<file path="src/rtl/keypad_scanner.sv">
// keypad_scanner: 4x4 matrix keypad scanner with debounce.
// Drives one column low at a time, samples the synchronized rows at the end
// of each column dwell, classifies each full scan as NONE / KEY / MULTI and
// debounces presses and releases over DEBOUNCE_SCANS identical scans.
module keypad_scanner #(
    parameter int SCAN_DIV       = 100000,
    parameter int DEBOUNCE_SCANS = 4
) (
    input  logic       clk_100MHz,
    input  logic       reset_n,
    input  logic [3:0] row,
    output logic [3:0] col,
    output logic [3:0] key_code,
    output logic       key_valid,
    output logic       key_held
);
    localparam int             DW       = $clog2(SCAN_DIV);
    localparam logic [DW-1:0]  DIV_LAST = DW'(SCAN_DIV - 1);
    localparam logic [3:0]     DEB      = 4'(DEBOUNCE_SCANS);

    typedef enum logic [1:0] {IDLE, PRESS_DB, PRESSED, RELEASE_DB} state_t;

    // Hex value printed on the key at (row r, col c).
    function automatic logic [3:0] key_map(input logic [1:0] r, input logic [1:0] c);
        case ({r, c})
            4'h0: key_map = 4'h1;  4'h1: key_map = 4'h2;  4'h2: key_map = 4'h3;  4'h3: key_map = 4'hA;
            4'h4: key_map = 4'h4;  4'h5: key_map = 4'h5;  4'h6: key_map = 4'h6;  4'h7: key_map = 4'hB;
            4'h8: key_map = 4'h7;  4'h9: key_map = 4'h8;  4'hA: key_map = 4'h9;  4'hB: key_map = 4'hC;
            4'hC: key_map = 4'h0;  4'hD: key_map = 4'hF;  4'hE: key_map = 4'hE;  default: key_map = 4'hD;
        endcase
    endfunction

    logic [3:0]    row_s1_q, row_s2_q;
    logic [DW-1:0] div_q, div_d;
    logic [1:0]    c_q, c_d;
    logic [1:0]    hit_cnt_q, hit_cnt_d;   // hits so far this scan, saturates at 2
    logic [3:0]    hit_code_q, hit_code_d;
    state_t        state_q, state_d;
    logic [3:0]    cnt_q, cnt_d;
    logic [3:0]    cand_q, cand_d;
    logic [3:0]    key_code_q, key_code_d;
    logic          key_valid_q, key_valid_d;
    logic          key_held_q, key_held_d;

    logic       last, scan_done, res_key;
    logic [3:0] col_hits, col_code, merged_code;
    logic [1:0] first_row;
    logic [2:0] n_col, tot;

    assign col       = ~(4'b0001 << c_q);
    assign key_code  = key_code_q;
    assign key_valid = key_valid_q;
    assign key_held  = key_held_q;

    // Two-flop synchronizer on the asynchronous row inputs.
    always_ff @(posedge clk_100MHz or negedge reset_n) begin
        if (!reset_n) begin
            row_s1_q <= 4'hF;
            row_s2_q <= 4'hF;
        end else begin
            row_s1_q <= row;
            row_s2_q <= row_s1_q;
        end
    end

    // Column dwell timing and per-scan hit accumulation.
    always_comb begin
        last      = (div_q == DIV_LAST);
        scan_done = last && (c_q == 2'd3);
        col_hits  = ~row_s2_q;
        n_col     = 3'(col_hits[0]) + 3'(col_hits[1]) + 3'(col_hits[2]) + 3'(col_hits[3]);
        first_row = col_hits[0] ? 2'd0 : col_hits[1] ? 2'd1 : col_hits[2] ? 2'd2 : 2'd3;
        col_code  = key_map(first_row, c_q);
        tot       = {1'b0, hit_cnt_q} + n_col;
        // With one earlier hit the earlier code stands; otherwise any single hit is in this column.
        merged_code = (hit_cnt_q == 2'd1) ? hit_code_q : col_code;
        res_key   = (tot == 3'd1);

        div_d      = last ? '0 : div_q + 1'b1;
        c_d        = last ? c_q + 2'd1 : c_q;
        hit_cnt_d  = hit_cnt_q;
        hit_code_d = hit_code_q;
        if (scan_done) begin
            hit_cnt_d  = 2'd0;
            hit_code_d = 4'd0;
        end else if (last) begin
            hit_cnt_d  = (tot >= 3'd2) ? 2'd2 : tot[1:0];
            hit_code_d = merged_code;
        end
    end

    always_ff @(posedge clk_100MHz or negedge reset_n) begin
        if (!reset_n) begin
            div_q      <= '0;
            c_q        <= 2'd0;
            hit_cnt_q  <= 2'd0;
            hit_code_q <= 4'd0;
        end else begin
            div_q      <= div_d;
            c_q        <= c_d;
            hit_cnt_q  <= hit_cnt_d;
            hit_code_q <= hit_code_d;
        end
    end

    // Debounce FSM: evaluated once per completed scan; MULTI falls through as not-a-key.
    always_comb begin
        state_d     = state_q;
        cnt_d       = cnt_q;
        cand_d      = cand_q;
        key_code_d  = key_code_q;
        key_valid_d = 1'b0;
        key_held_d  = key_held_q;
        if (scan_done) begin
            case (state_q)
                IDLE: if (res_key) begin
                    cand_d = merged_code;
                    cnt_d  = 4'd1;
                    if (DEB == 4'd1) begin
                        state_d     = PRESSED;
                        key_code_d  = merged_code;
                        key_valid_d = 1'b1;
                        key_held_d  = 1'b1;
                    end else begin
                        state_d = PRESS_DB;
                    end
                end
                PRESS_DB: if (!res_key) begin
                    state_d = IDLE;
                end else if (merged_code != cand_q) begin
                    cand_d = merged_code;
                    cnt_d  = 4'd1;
                end else begin
                    cnt_d = cnt_q + 4'd1;
                    if (cnt_q + 4'd1 == DEB) begin
                        state_d     = PRESSED;
                        key_code_d  = cand_q;
                        key_valid_d = 1'b1;
                        key_held_d  = 1'b1;
                    end
                end
                PRESSED: if (!(res_key && merged_code == key_code_q)) begin
                    cnt_d = 4'd1;
                    if (DEB == 4'd1) begin
                        state_d    = IDLE;
                        key_held_d = 1'b0;
                    end else begin
                        state_d = RELEASE_DB;
                    end
                end
                default: if (res_key && merged_code == key_code_q) begin
                    state_d = PRESSED;
                end else begin
                    cnt_d = cnt_q + 4'd1;
                    if (cnt_q + 4'd1 == DEB) begin
                        state_d    = IDLE;
                        key_held_d = 1'b0;
                    end
                end
            endcase
        end
    end

    // FSM and output registers.
    always_ff @(posedge clk_100MHz or negedge reset_n) begin
        if (!reset_n) begin
            state_q     <= IDLE;
            cnt_q       <= 4'd0;
            cand_q      <= 4'd0;
            key_code_q  <= 4'd0;
            key_valid_q <= 1'b0;
            key_held_q  <= 1'b0;
        end else begin
            state_q     <= state_d;
            cnt_q       <= cnt_d;
            cand_q      <= cand_d;
            key_code_q  <= key_code_d;
            key_valid_q <= key_valid_d;
            key_held_q  <= key_held_d;
        end
    end
endmodule

</file>
<file path="config.mk">
export PLATFORM = sky130hd
export DESIGN_NAME = keypad_scanner
export DESIGN_NICKNAME = d
export VERILOG_FILES = /design/src/rtl/keypad_scanner.sv
export SDC_FILE = /design/constraint.sdc
export NUM_CORES = 1
export LEC_CHECK = 0
export ABC_AREA = 1
export CAP_MARGIN = 40
export CORE_UTILIZATION = 50
export CTS_CLUSTER_DIAMETER = 150
export DETAILED_ROUTE_END_ITERATION = 8
export PLACE_DENSITY = 0.78
export SETUP_SLACK_MARGIN = 0.1
export SLEW_MARGIN = 20
export SYNTH_ARGS = -nofsm -noshare
export SYNTH_HDL_FRONTEND = slang
export SYNTH_SLANG_ARGS = --single-unit
</file>
<file path="constraint.sdc">
create_clock -name clk_100MHz -period 5.4 [get_ports clk_100MHz]
set_input_delay 1.35 -clock clk_100MHz [delete_from_list [all_inputs] [get_ports clk_100MHz]]
set_output_delay 1.35 -clock clk_100MHz [all_outputs]
set_load 0.02 [all_outputs]
</file>
======== Word level (Yosys, flattened, before mapping) ========
Memory sizes are Yosys's and may differ from the RTL's.
Index checks and enable logic that the tools add are counted.
word-level totals
  word-level logic and storage cells ...... 95
  latch bits .............................. 0
  memories ................................ 1
  memory bits (writable) .................. 0
  bits in read-only memories .............. 64
  register bits after elaboration ......... 49
cells by class
  magnitude comparators ................... 1
  bitwise operators ....................... 4
  multiply operators ...................... 0
  reduce and logical (&&, ||, !) cells .... 12
  add/sub/neg operators ................... 7
  divide/modulo/power cells ............... 0
  equality and inequality tests ........... 18
  multiplexer cells ....................... 39
  shifts and indexed selects .............. 1
memories
  memory           depth  bits a word  rd ports  clocked after memory_dff  write ports  RTL line  RTL
  (no name shown)  16     4            1         0                         0            25        case ({r, c})
operators with widths
  kind                                                               count
  4-bit 2-to-1 mux                                                   11
  2-bit 2-to-1 mux                                                   12
  17-bit by 1-bit adder with 17-bit output, second input constant    1
  17-bit == test, second input constant                              1
  17-bit 2-to-1 mux                                                  1
  5-bit AND reduction                                                3
  4-bit one-hot mux with 3 select lines                              1
  6-bit AND reduction                                                2
  1-bit 2-to-1 mux                                                   11
  2-bit inequality test, second input constant                       5
  4-bit NOT                                                          2
  4-bit one-hot mux with 2 select lines                              1
  3-bit inequality test, second input constant                       2
  2-bit one-hot mux with 3 select lines                              1
  5-bit nonzero test                                                 1
  4-bit by 1-bit adder with 4-bit output, second input constant      1
  2-bit by 1-bit == test with 1-bit output, second input constant    2
  2-bit == test, second input constant                               2
  4-bit by 3-bit == test with 1-bit output, second input constant    1
  4-bit == test                                                      1
  4-bit inequality test                                              1
  2-bit nonzero test                                                 2
  1-bit by 2-bit << shifter with 4-bit output, first input constant  1
  2-bit by 1-bit adder with 3-bit output                             1
  other kinds (13)                                                   15

======== Depth between registers and ports, before layout ========
An unclocked memory read counts as a cell.
  depth after elaboration ................. 11
  mapped depth ............................ 17
  mapped depth without buffers ............ 17

======== Least setup slack after synthesis ========
OpenSTA, ideal clock, no wires.
  kind .................................... reg2reg
  start ................................... reg hit_cnt_q[0]
  end ..................................... reg cnt_q[1]
  path slack .............................. 2.650 ns
  required time ........................... 5.284 ns
  setup time .............................. 0.116 ns
  stages on the path, launching flop included .. 16
  clock period less this slack ............ 2.750 ns
  data arrival time ....................... 2.633 ns
  cell sequence ........................... dfrtp_1 -> inv_1 -> fa_1 -> inv_1 -> fa_1 -> fa_1 -> nor2_1 -> nand2_1 -> nor2_1 -> nand3_2 -> nor2_2 -> nand2_1 -> o21ai_1 -> nor2_2 -> nand2_1 -> nand2_1
on the way
  word-level cells in the longest chain between the ends .. 6
  elaborated cells between the ends (all ways) .. 15
  classes of those cells .................. add/sub: 1; eq/ne: 8; mux: 4; reduce/logical: 2
ends and longest elaborated chain
  element                                                                         RTL line  RTL
  start, declared                                                                 36        logic [1:0] hit_cnt_q, hit_cnt_d;
  start signal, assigned                                                          101       hit_cnt_q <= hit_cnt_d;
  branches (longest 6 deep; another with 2-bit by 3-bit adder with 3-bit output)  --
  end signal, assigned                                                            175       cnt_q <= cnt_d;
  end, declared                                                                   39        logic [3:0] cnt_q, cnt_d;
Several ways; the timed one is not identified. The select of a mux whose other input is x is not followed.
A chain may end at the register's enable or synchronous reset.

======== Worst setup path after layout ========
  start ................................... reg c_q[1]
  end ..................................... out col[3]
on the way
  word-level cells in the longest chain between the ends .. 2
ends and longest elaborated chain
  element                                      RTL line  RTL
  start, declared                              35        logic [1:0] c_q, c_d;
  start signal, assigned                       95        c_q <= 2'd0;
  start signal, assigned                       100       c_q <= c_d;
  1-bit by 2-bit << shifter with 4-bit output  50        assign col = ~(4'b0001 << c_q);
  4-bit NOT                                    50
  end, declared                                12        output logic [3:0] col,
No other way between the ends.

==> impl_metrics.toml <==
[die]
fp.coreArea_um2 = 5608
start_util_pct = 52.95
die_h_um = 79.06
fp.dieW_um = 79.06
rows = 27
io_pins = 16
dieArea_um2 = 6250

[drt]
wire_per_inst_um = 12.79
avgViaCountPerCell = 5.062
first_iter_violations = 106
vias = 2384
drc = 0
wirelength_um = 6025
final_antenna_net_count = 0
firstDrtPassIters = 4

[global_route]
first_global_vias = 2369
grt_usage_pct = 21.45
grt_max_degree = 30
grt_pass1_wl_um = 10320
antenna_found_initial = 0
grt_overflow_total = 0

[synth]
synth_top_flop_cell = "dfrtp_1"
syn_area_um2 = 2969
seq_area_frac_synth_pct = 41.64
ys_types = 34
ys_seq_elements = 49
synth-edff-count = 0
syn_area_per_cell_um2 = 7.897
yosys_warnings = 0
netlist_instances = 376
ys_async_sr_fraction_pct = 100.0
syn_nets = 397

[critical_path]
critical_path.max_stage_delay_ns = 0.65
crit_slowest_cell = "clkdlybuf4s50_1"
cp.buffers_inverters = 2
endpoint_kind = "primary output"
critPathKind = "reg -> out"
required_ns = 4.05
worstSetupStartpointType = "flop"
crit_arrival_ns = 1.90
crit_fanout = 6
critPathTopFamily = "buffers and inverters"
cp_cell_sequence = "ha_1, inv_1, clkdlybuf4s50_1"

[finish]
final_common_cell = "nand2_1"
syn2layout_area_growth_pct = 11.97
multi_input_area_um2 = 1449
fillers = 516
diodes = 0
mostFrequentLayoutCells = "nand2_1, inv_1, dfrtp_1"
final_core_utilization_pct = 59.28
seqCellArea_um2 = 1236
drive_gt1_share_pct = 16.29
nets = 419

[clock_network]
holdBufCountCts = 0
cts.sinks = 49
clock_path_buffers = 2
htreeDepth = 2
cts_inserted_buffers = 5
clockRootBuffer = "clkbuf_8"
cts_resized = 0
postCtsSetupBuffers = 0
tritoncts = "done"
clk_pin_slew_worst_paths_ns = 0.09
clkLatencyLatePin_ns = 0.32

[job]
drv_cap = 0

[sta]
relSlewSlack_pct = 66.74
hold_violations = 0
slew_violations = 0
period_share_pct = 60.09
fin_crit_ns = 3.245
timing.hold.ws_ns = 0.3590
finClkSkew_ns = 0.01262
tightest_slew_ns = 0.4989
rsz0062_at_grt = "false"
fmax_mhz = 308.2
finalSetupViolCount = 0
tns_ns = 0
setup_slack_ns = 2.155

[pwr]
power_density_nw_per_um2 = 201.7
p_leak_nw = 1.578
total_power_mw = 0.6705
vdd_drop_max_uv = 188.9

[outcome]
status = "finished, final reports clean"

[placed_design]
hpwl_um = 4590
io_buffers = 15
gp_congestion = 0.9082
dpl_worst_slack_ns = 2.404

[min_path]
hold_path_class = "reg -> reg"
-- per-layer routing --
metal	part of all wire [%]	up-vias	track usage (%)
met4	1.6	0	6.545
met5	0	-	0
met2	49	36	37.07
li1	-	1229	-
met1	46	1109	26.55
met3	2.8	10	4.828
-- path summary, 6_finish.rpt --
kind | to | start | slack, ns | cells past startpoint
max | col[3] | c_q[1] | 2.15 | 3
min | row_s2_q[1] | row_s1_q[1] | 0.36 | 0
max reg2reg | state_q[0] | row_s2_q[0] | 2.35 | 12
min reg2reg | row_s2_q[1] | row_s1_q[1] | 0.36 | 0
max in group asynchronous | row_s1_q[0] | reset_n | 3.82 | 2
min in group asynchronous | cand_q[2] | reset_n | 0.98 | 1
-- Yosys cell counts (4+ instances only) --
cell,count,area share (%)
nand3_1,27,4.6
inv_2,4,0.51
inv_1,69,8.7
dfrtp_1,41,35
nand2_2,15,3.2
dfstp_2,8,7.1
o21ai_1,6,1.0
nor2_2,5,1.1
o21ai_0,17,2.9
nand2_1,77,9.7
nor2_1,29,3.7
a21oi_1,10,1.7
xor2_1,4,1.2
nand3_2,10,3.4
nor3_1,8,1.3
o22ai_1,4,0.84
ha_1,12,5.1
nand4_1,5,1.1
-- state kept, by name, indices dropped and copies added (netlist names) --
signal	count
div_q	17
cand_q	4
cnt_q	4
hit_code_q	4
key_code	4
row_s1_q	4
row_s2_q	4
c_q	2
hit_cnt_q	2
state_q	2
key_held	1
key_valid	1
-- area by class of cell --
type | instances | area share [%]
Tap cell | 72 | 2.710
Multi-Input combinational cell | 252 | 43.58
Clock inverter | 1 | 0.2635
Clock buffer | 7 | 2.898
Sequential cell | 49 | 37.18
Inverter | 74 | 8.393
Timing Repair Buffer | 16 | 4.968
-- per-stage QoR --
| stage | area [µm²] | instances |
|---|---|---|
| 3_3_place_gp | 3199 | 462 |
| 2_1_floorplan | 2969 | 376 |
| 4_1_cts | 3324 | 471 |
| 3_5_place_dp | 3219 | 463 |
| 6_report | 3324 | 471 |
| 5_1_grt | 3324 | 471 |
-- cell families after synthesis --
group | share of synthesized area (%)
adders and majority gates | 7.080
and+or+nand+nor | 32.49
xor gates and xnor gates | 1.475
buffers and inverters | 9.566
AOI/OAI and AO/OA | 7.754
DFF | 41.63
-- power by group --
part,switching (mW),total (mW),internal [mW]
Sequential,0.00269,0.375,0.372
Combinational,0.0293,0.0438,0.0145
Clock,0.133,0.252,0.119
Note: power is estimated with default switching activity, not from simulation.
